<file path="config.mk">
export PLATFORM = sky130hd
export DESIGN_NAME = instruction_fetch_controller
export DESIGN_NICKNAME = d
export VERILOG_FILES = /design/src/rtl/fetch_pkg.sv /design/src/rtl/program_counter.sv /design/src/rtl/instruction_fetch_controller.sv
export SDC_FILE = /design/constraint.sdc
export NUM_CORES = 1
export LEC_CHECK = 0
export CAP_MARGIN = 40
export CORE_MARGIN = 8
export CORE_UTILIZATION = 41
export DETAILED_ROUTE_END_ITERATION = 7
export PLACE_DENSITY = 0.8
export SLEW_MARGIN = 20
export SYNTH_ARGS = -nofsm -noshare
export SYNTH_HDL_FRONTEND = slang
export SYNTH_SLANG_ARGS = --single-unit
export TNS_END_PERCENT = 30
</file>
<file path="constraint.sdc">
create_clock -name Clock -period 2.4 [get_ports Clock]
set_input_delay 0.48 -clock Clock [delete_from_list [all_inputs] [get_ports Clock]]
set_output_delay 0.48 -clock Clock [all_outputs]
set_load 0.1 [all_outputs]
</file>
<file path="src/rtl/fetch_pkg.sv">
// -----------------------------------------------------------------------------
// fetch_pkg
// Shared definitions for the instruction fetch sequencer.
//   state_e             fetch FSM states
//   DEFAULT_ADDR_WIDTH  default program counter / memory address width
//   IR_LSB / IR_MSB     values driven on IRLH to select the IR byte lane
// -----------------------------------------------------------------------------
package fetch_pkg;

   typedef enum logic [2:0] {
      IDLE  = 3'd0,
      RD_LO = 3'd1,
      WR_LO = 3'd2,
      WR_HI = 3'd3,
      HOLD  = 3'd4
   } state_e;

   localparam int unsigned DEFAULT_ADDR_WIDTH = 16;

   localparam logic IR_LSB = 1'b0;
   localparam logic IR_MSB = 1'b1;

endpackage : fetch_pkg

</file>
<file path="src/rtl/program_counter.sv">
// -----------------------------------------------------------------------------
// program_counter
// Loadable, incrementing program counter that wraps modulo 2^ADDR_WIDTH.
// Ports:
//   Clock      in   rising-edge clock
//   Reset      in   synchronous active-high reset, loads RESET_PC
//   Inc        in   advance PC by one byte
//   Load       in   load LoadValue (wins over Inc)
//   LoadValue  in   redirect target
//   PCOut      out  current PC
// -----------------------------------------------------------------------------
module program_counter
   import fetch_pkg::*;
#(
   parameter int unsigned             ADDR_WIDTH = DEFAULT_ADDR_WIDTH,
   parameter logic [ADDR_WIDTH-1:0]   RESET_PC   = '0
) (
   input  logic                  Clock,
   input  logic                  Reset,
   input  logic                  Inc,
   input  logic                  Load,
   input  logic [ADDR_WIDTH-1:0] LoadValue,
   output logic [ADDR_WIDTH-1:0] PCOut
);

   logic [ADDR_WIDTH-1:0] pc_q;
   logic [ADDR_WIDTH-1:0] pc_d;

   // Natural overflow of the adder gives the required wrap-around.
   always_comb begin
      pc_d = pc_q;
      if (Load) begin
         pc_d = LoadValue;
      end else if (Inc) begin
         pc_d = pc_q + {{(ADDR_WIDTH-1){1'b0}}, 1'b1};
      end
   end

   always_ff @(posedge Clock) begin
      if (Reset) begin
         pc_q <= RESET_PC;
      end else begin
         pc_q <= pc_d;
      end
   end

   assign PCOut = pc_q;

endmodule : program_counter

</file>
<file path="src/rtl/instruction_fetch_controller.sv">
// -----------------------------------------------------------------------------
// instruction_fetch_controller
// Fetch sequencer sitting in front of a 16-bit instruction register built from
// two byte lanes. Reads the LSB at PC and the MSB at PC+1 from a synchronous
// 8-bit instruction memory, steers each returned byte into the IR, then offers
// the complete instruction to the decoder with a valid/ready handshake.
// Ports:
//   Clock        in   rising-edge clock
//   Reset        in   synchronous active-high reset
//   Run          in   1 = keep fetching, 0 = stop at next instruction boundary
//   MemAddr      out  instruction memory byte address (always the PC)
//   MemRead      out  read strobe, data appears on MemData next cycle
//   MemData      in   memory read data (goes straight to the IR, unused here)
//   IRWrite      out  IR byte write enable
//   IRLH         out  IR byte select, 0 = LSB, 1 = MSB
//   InstrValid   out  IR holds a complete instruction fetched from InstrPC
//   InstrReady   in   decoder accepts when InstrValid & InstrReady
//   InstrPC      out  address of the LSB of the instruction in the IR
//   PCLoad       in   redirect request
//   PCLoadValue  in   redirect target
//   PCOut        out  current PC (next byte to fetch)
// -----------------------------------------------------------------------------
module instruction_fetch_controller
   import fetch_pkg::*;
#(
   parameter int unsigned             ADDR_WIDTH = DEFAULT_ADDR_WIDTH,
   parameter logic [ADDR_WIDTH-1:0]   RESET_PC   = '0
) (
   input  logic                  Clock,
   input  logic                  Reset,
   input  logic                  Run,
   output logic [ADDR_WIDTH-1:0] MemAddr,
   output logic                  MemRead,
   input  logic [7:0]            MemData,
   output logic                  IRWrite,
   output logic                  IRLH,
   output logic                  InstrValid,
   input  logic                  InstrReady,
   output logic [ADDR_WIDTH-1:0] InstrPC,
   input  logic                  PCLoad,
   input  logic [ADDR_WIDTH-1:0] PCLoadValue,
   output logic [ADDR_WIDTH-1:0] PCOut
);

   state_e                state_q;
   state_e                state_d;
   logic [ADDR_WIDTH-1:0] instr_pc_q;
   logic [ADDR_WIDTH-1:0] instr_pc_d;
   logic [ADDR_WIDTH-1:0] pc;
   logic                  pc_inc;
   logic                  pc_load;
   logic                  mem_data_unused;

   // The IR takes MemData directly; the sequencer never looks at it.
   assign mem_data_unused = ^MemData;

   program_counter #(
      .ADDR_WIDTH (ADDR_WIDTH),
      .RESET_PC   (RESET_PC)
   ) u_pc (
      .Clock     (Clock),
      .Reset     (Reset),
      .Inc       (pc_inc),
      .Load      (pc_load),
      .LoadValue (PCLoadValue),
      .PCOut     (pc)
   );

   // Next state, PC control and InstrPC capture.
   always_comb begin
      state_d    = state_q;
      instr_pc_d = instr_pc_q;
      pc_inc     = 1'b0;
      pc_load    = 1'b0;
      unique case (state_q)
         IDLE: begin
            pc_load = PCLoad;
            if (Run) begin
               state_d = RD_LO;
            end
         end
         RD_LO: begin
            instr_pc_d = pc;
            pc_inc     = 1'b1;
            state_d    = WR_LO;
         end
         WR_LO: begin
            // MSB read overlaps the LSB write.
            pc_inc  = 1'b1;
            state_d = WR_HI;
         end
         WR_HI: begin
            state_d = HOLD;
         end
         HOLD: begin
            // Redirects and Run changes only take effect on acceptance.
            if (InstrReady) begin
               pc_load = PCLoad;
               state_d = Run ? RD_LO : IDLE;
            end
         end
         default: begin
            state_d = IDLE;
         end
      endcase
   end

   // Strobe decode. Read/write strobes are suppressed in a reset cycle so a
   // reset landing mid-fetch cannot overwrite the IR with a partial byte.
   always_comb begin
      MemAddr    = pc;
      MemRead    = 1'b0;
      IRWrite    = 1'b0;
      IRLH       = IR_LSB;
      InstrValid = 1'b0;
      unique case (state_q)
         RD_LO: begin
            MemRead = ~Reset;
         end
         WR_LO: begin
            MemRead = ~Reset;
            IRWrite = ~Reset;
            IRLH    = IR_LSB;
         end
         WR_HI: begin
            IRWrite = ~Reset;
            IRLH    = IR_MSB;
         end
         HOLD: begin
            InstrValid = 1'b1;
         end
         default: begin
            MemRead = 1'b0;
         end
      endcase
   end

   always_ff @(posedge Clock) begin
      if (Reset) begin
         state_q    <= IDLE;
         instr_pc_q <= RESET_PC;
      end else begin
         state_q    <= state_d;
         instr_pc_q <= instr_pc_d;
      end
   end

   assign InstrPC = instr_pc_q;
   assign PCOut   = pc;

endmodule : instruction_fetch_controller

</file>
==> out/metrics.cfg <==
[sta]
fin_skew_ps=6.43
rsz0062_at_grt=no
timing.final.max_slew_violations=0
timing.final.crit_period_ps=2080
maxSlewHeadroom_pct=71.8
clock.fmax_mhz=481
finalSetupViolCount=0
tightest_slew_ps=423
hold_viol_final=0
tns_ps=0
fin_crit_sh_pct=86.6

[global_routing]
grt_max_degree=33
grt_pass1_wl_um=7820
grt_use_met3_pct=5.91
grt_most_used_layer=met2
antenna_found_initial=0
overflow=0
grt_pass1_vias=1686
grt_usage_pct=15.0
grtUsageMet1_pct=15.9
use_met2_pct=25.9

[synthesis]
synthesis.nets=242
synth_top_cell_by_area=dfxtp_1
synth.distinct_cells=34
ys_top_cells_by_area=dfxtp_1 40%, nand2_1 7.7%, buf_4 7.3%
seq_area_frac_synth_pct=39.9
syn_area_mm2=0.00176
synth_cells=212
syn_avg_cell_area_um2=8.29
ys_warn_count=0
synth_seq_cells=35
yosysTopAreaCellShare_pct=39.9

[worst_setup_path]
endpoint_kind=flip-flop
cp-start-kind=flip-flop
criticalPathCategory=reg2reg
worstPathRequired_ps=2600
worstPathMaxFanout=9
crit_arrival_ps=2280

[final_layout]
drive_gt1_share_pct=27.6
nets=297
layout.cells.most_common_list=55 x buf_4, 36 x nand2_1, 33 x dfxtp_1, 20 x nor2_1, 20 x clkdlybuf4s50_1
stdcell_count=320
synthToLayoutAreaGrowth_pct=37.8
fill_cells=399
antenna_cells=0
layout_commonest_cell=buf_4

[place]
gp_congestion=0.775
portBuffers=72
dpl.cell_count=312
hpwl_um=3550

[clock_tree]
cts.path.max_buffers=2
cts_sinks=35
cts_hold_buffers=0
htree_levels=2
clk_transition_reported_paths_ps=70
ctsRootBufferMaster=clkbuf_8
cts_tree=built
post_cts_buffers=0
cts_inserted_buffers=5
post_cts_resized=0
clk_latency_ps=290

[routing]
viasPerCell=5.23
postRouteAntennaNets=0
drc=0
vias=1672
drt_wl_total_um=4720
dr.pass1.iters=4
drtIter0Drc=117
wire_per_inst_um=14.8

[floorplanning]
io_pins=81
start_util_pct=41.5
core.rowCount=24
fp.dieW_um=81.5
core_area_mm2=0.00423
dieArea_mm2=0.00664
die_y_um=81.5

[worst_hold_path]
min_path_type=reg2reg

[pwr]
power.density_mw_per_mm2=871
leakage_nw=0.937
ir_worst_vdd_mv=0.415

[outcome]
outcome=completed

[run]
drv_cap=0

==> routing by layer <==
metal  part of all wire, %  wire, µm
met1                    40      1890
met2                    49      2310
met3                   9.3       440
met4                   1.8        83
met5                     0         0
==> sequential cells by signal (all words and copies together), names as in the netlist <==
name        cells
state_q         3
InstrPC        16
u_pc.PCOut     16
==> cell usage after synthesis <==
library cell and instances:
nand2_1 36, dfxtp_1 35, nor2_1 20, a21oi_1 17
buf_4 17, clkbuf_1 10, a211oi_1 8, a311oi_1 8
nand3_1 8, o31ai_1 6, or4_1 6, xor2_1 5
xnor2_1 4, buf_6 3, nand4_1 3, nor3_1 3
o21ai_0 3, and3_1 2, nor4b_1 2, or3_1 2
and2_1 1, and3b_2 1, and4_1 1, and4b_1 1
buf_2 1, ha_1 1, inv_1 1, nand2b_1 1
nand3b_1 1, nor3b_1 1, nor3b_2 1, nor4_1 1
or3b_2 1, xnor2_4 1
==> worst paths after layout <==
check | to | cells past startpoint | slack [ps] | from
worst max register to register | u_pc.PCOut[11] | 4 | 320 | state_q[1]
worst min register to register | InstrPC[10] | 2 | 460 | InstrPC[10]
worst max-delay path | u_pc.PCOut[11] | 4 | 320 | state_q[1]
worst min-delay path | InstrPC[10] | 2 | 460 | InstrPC[10]
==> final cells by class <==
class	instances	area (µm²)	share of cell area, %
Timing Repair Buffer	79	693	28.6
Clock buffer	6	72.6	3.00
Multi-Input combinational cell	145	872	36.0
Clock inverter	2	12.5	0.517
Sequential cell	35	703	29.0
Inverter	1	3.75	0.155
Tap cell	52	65.1	2.69
==> kinds of logic (layout without fill, tap and decap cells) <==
group | after synthesis | in the layout | share of synthesized area [%]
XOR/XNOR | 10 | 10 | 6.05
flip-flops | 35 | 35 | 39.9
adder cells (fa/ha/maj) | 1 | 1 | 0.712
buffers and inverters | 32 | 88 | 11.8
AO/OA/AOI/OAI | 42 | 42 | 15.7
AND/OR/NAND/NOR | 92 | 92 | 25.9
==> worst max-delay path, stage by stage, from the launching register on <==
cell,delay [ps]
dfxtp_1,580
xnor2_4,170
or3_1,480
or4_1,490
a311oi_1,260
==> power by group <==
| group | leakage (nW) | internal [mW] | switching [mW] |
|---|---|---|---|
| combinational | 0.608 | 0.222 | 0.755 |
| sequential | 0.287 | 0.633 | 0.0814 |
| clock | 0.0412 | 0.203 | 0.216 |
| total | 0.937 | 1.06 | 1.05 |
==> metrics by stage <==
| stage | hold slack (ps) | cell area [µm²] | utilization, % | setup slack, ps | total power [mW] |
|---|---|---|---|---|---|
| finish | 457 | 2420 | 57.2 | 321 | 2.11 |
| global route | 484 | 2420 | 57.2 | 141 | 2.19 |
| CTS | 457 | 2420 | 57.2 | 319 | 2.13 |
| detailed placement | 447 | 2340 | 55.2 | 337 | 1.71 |
| global placement | 443 | 2340 | 55.2 | 392 | 1.70 |
| floorplan | 530 | 1780 | - | -112 | 1.53 |
Power figures use the tool's default switching activity.
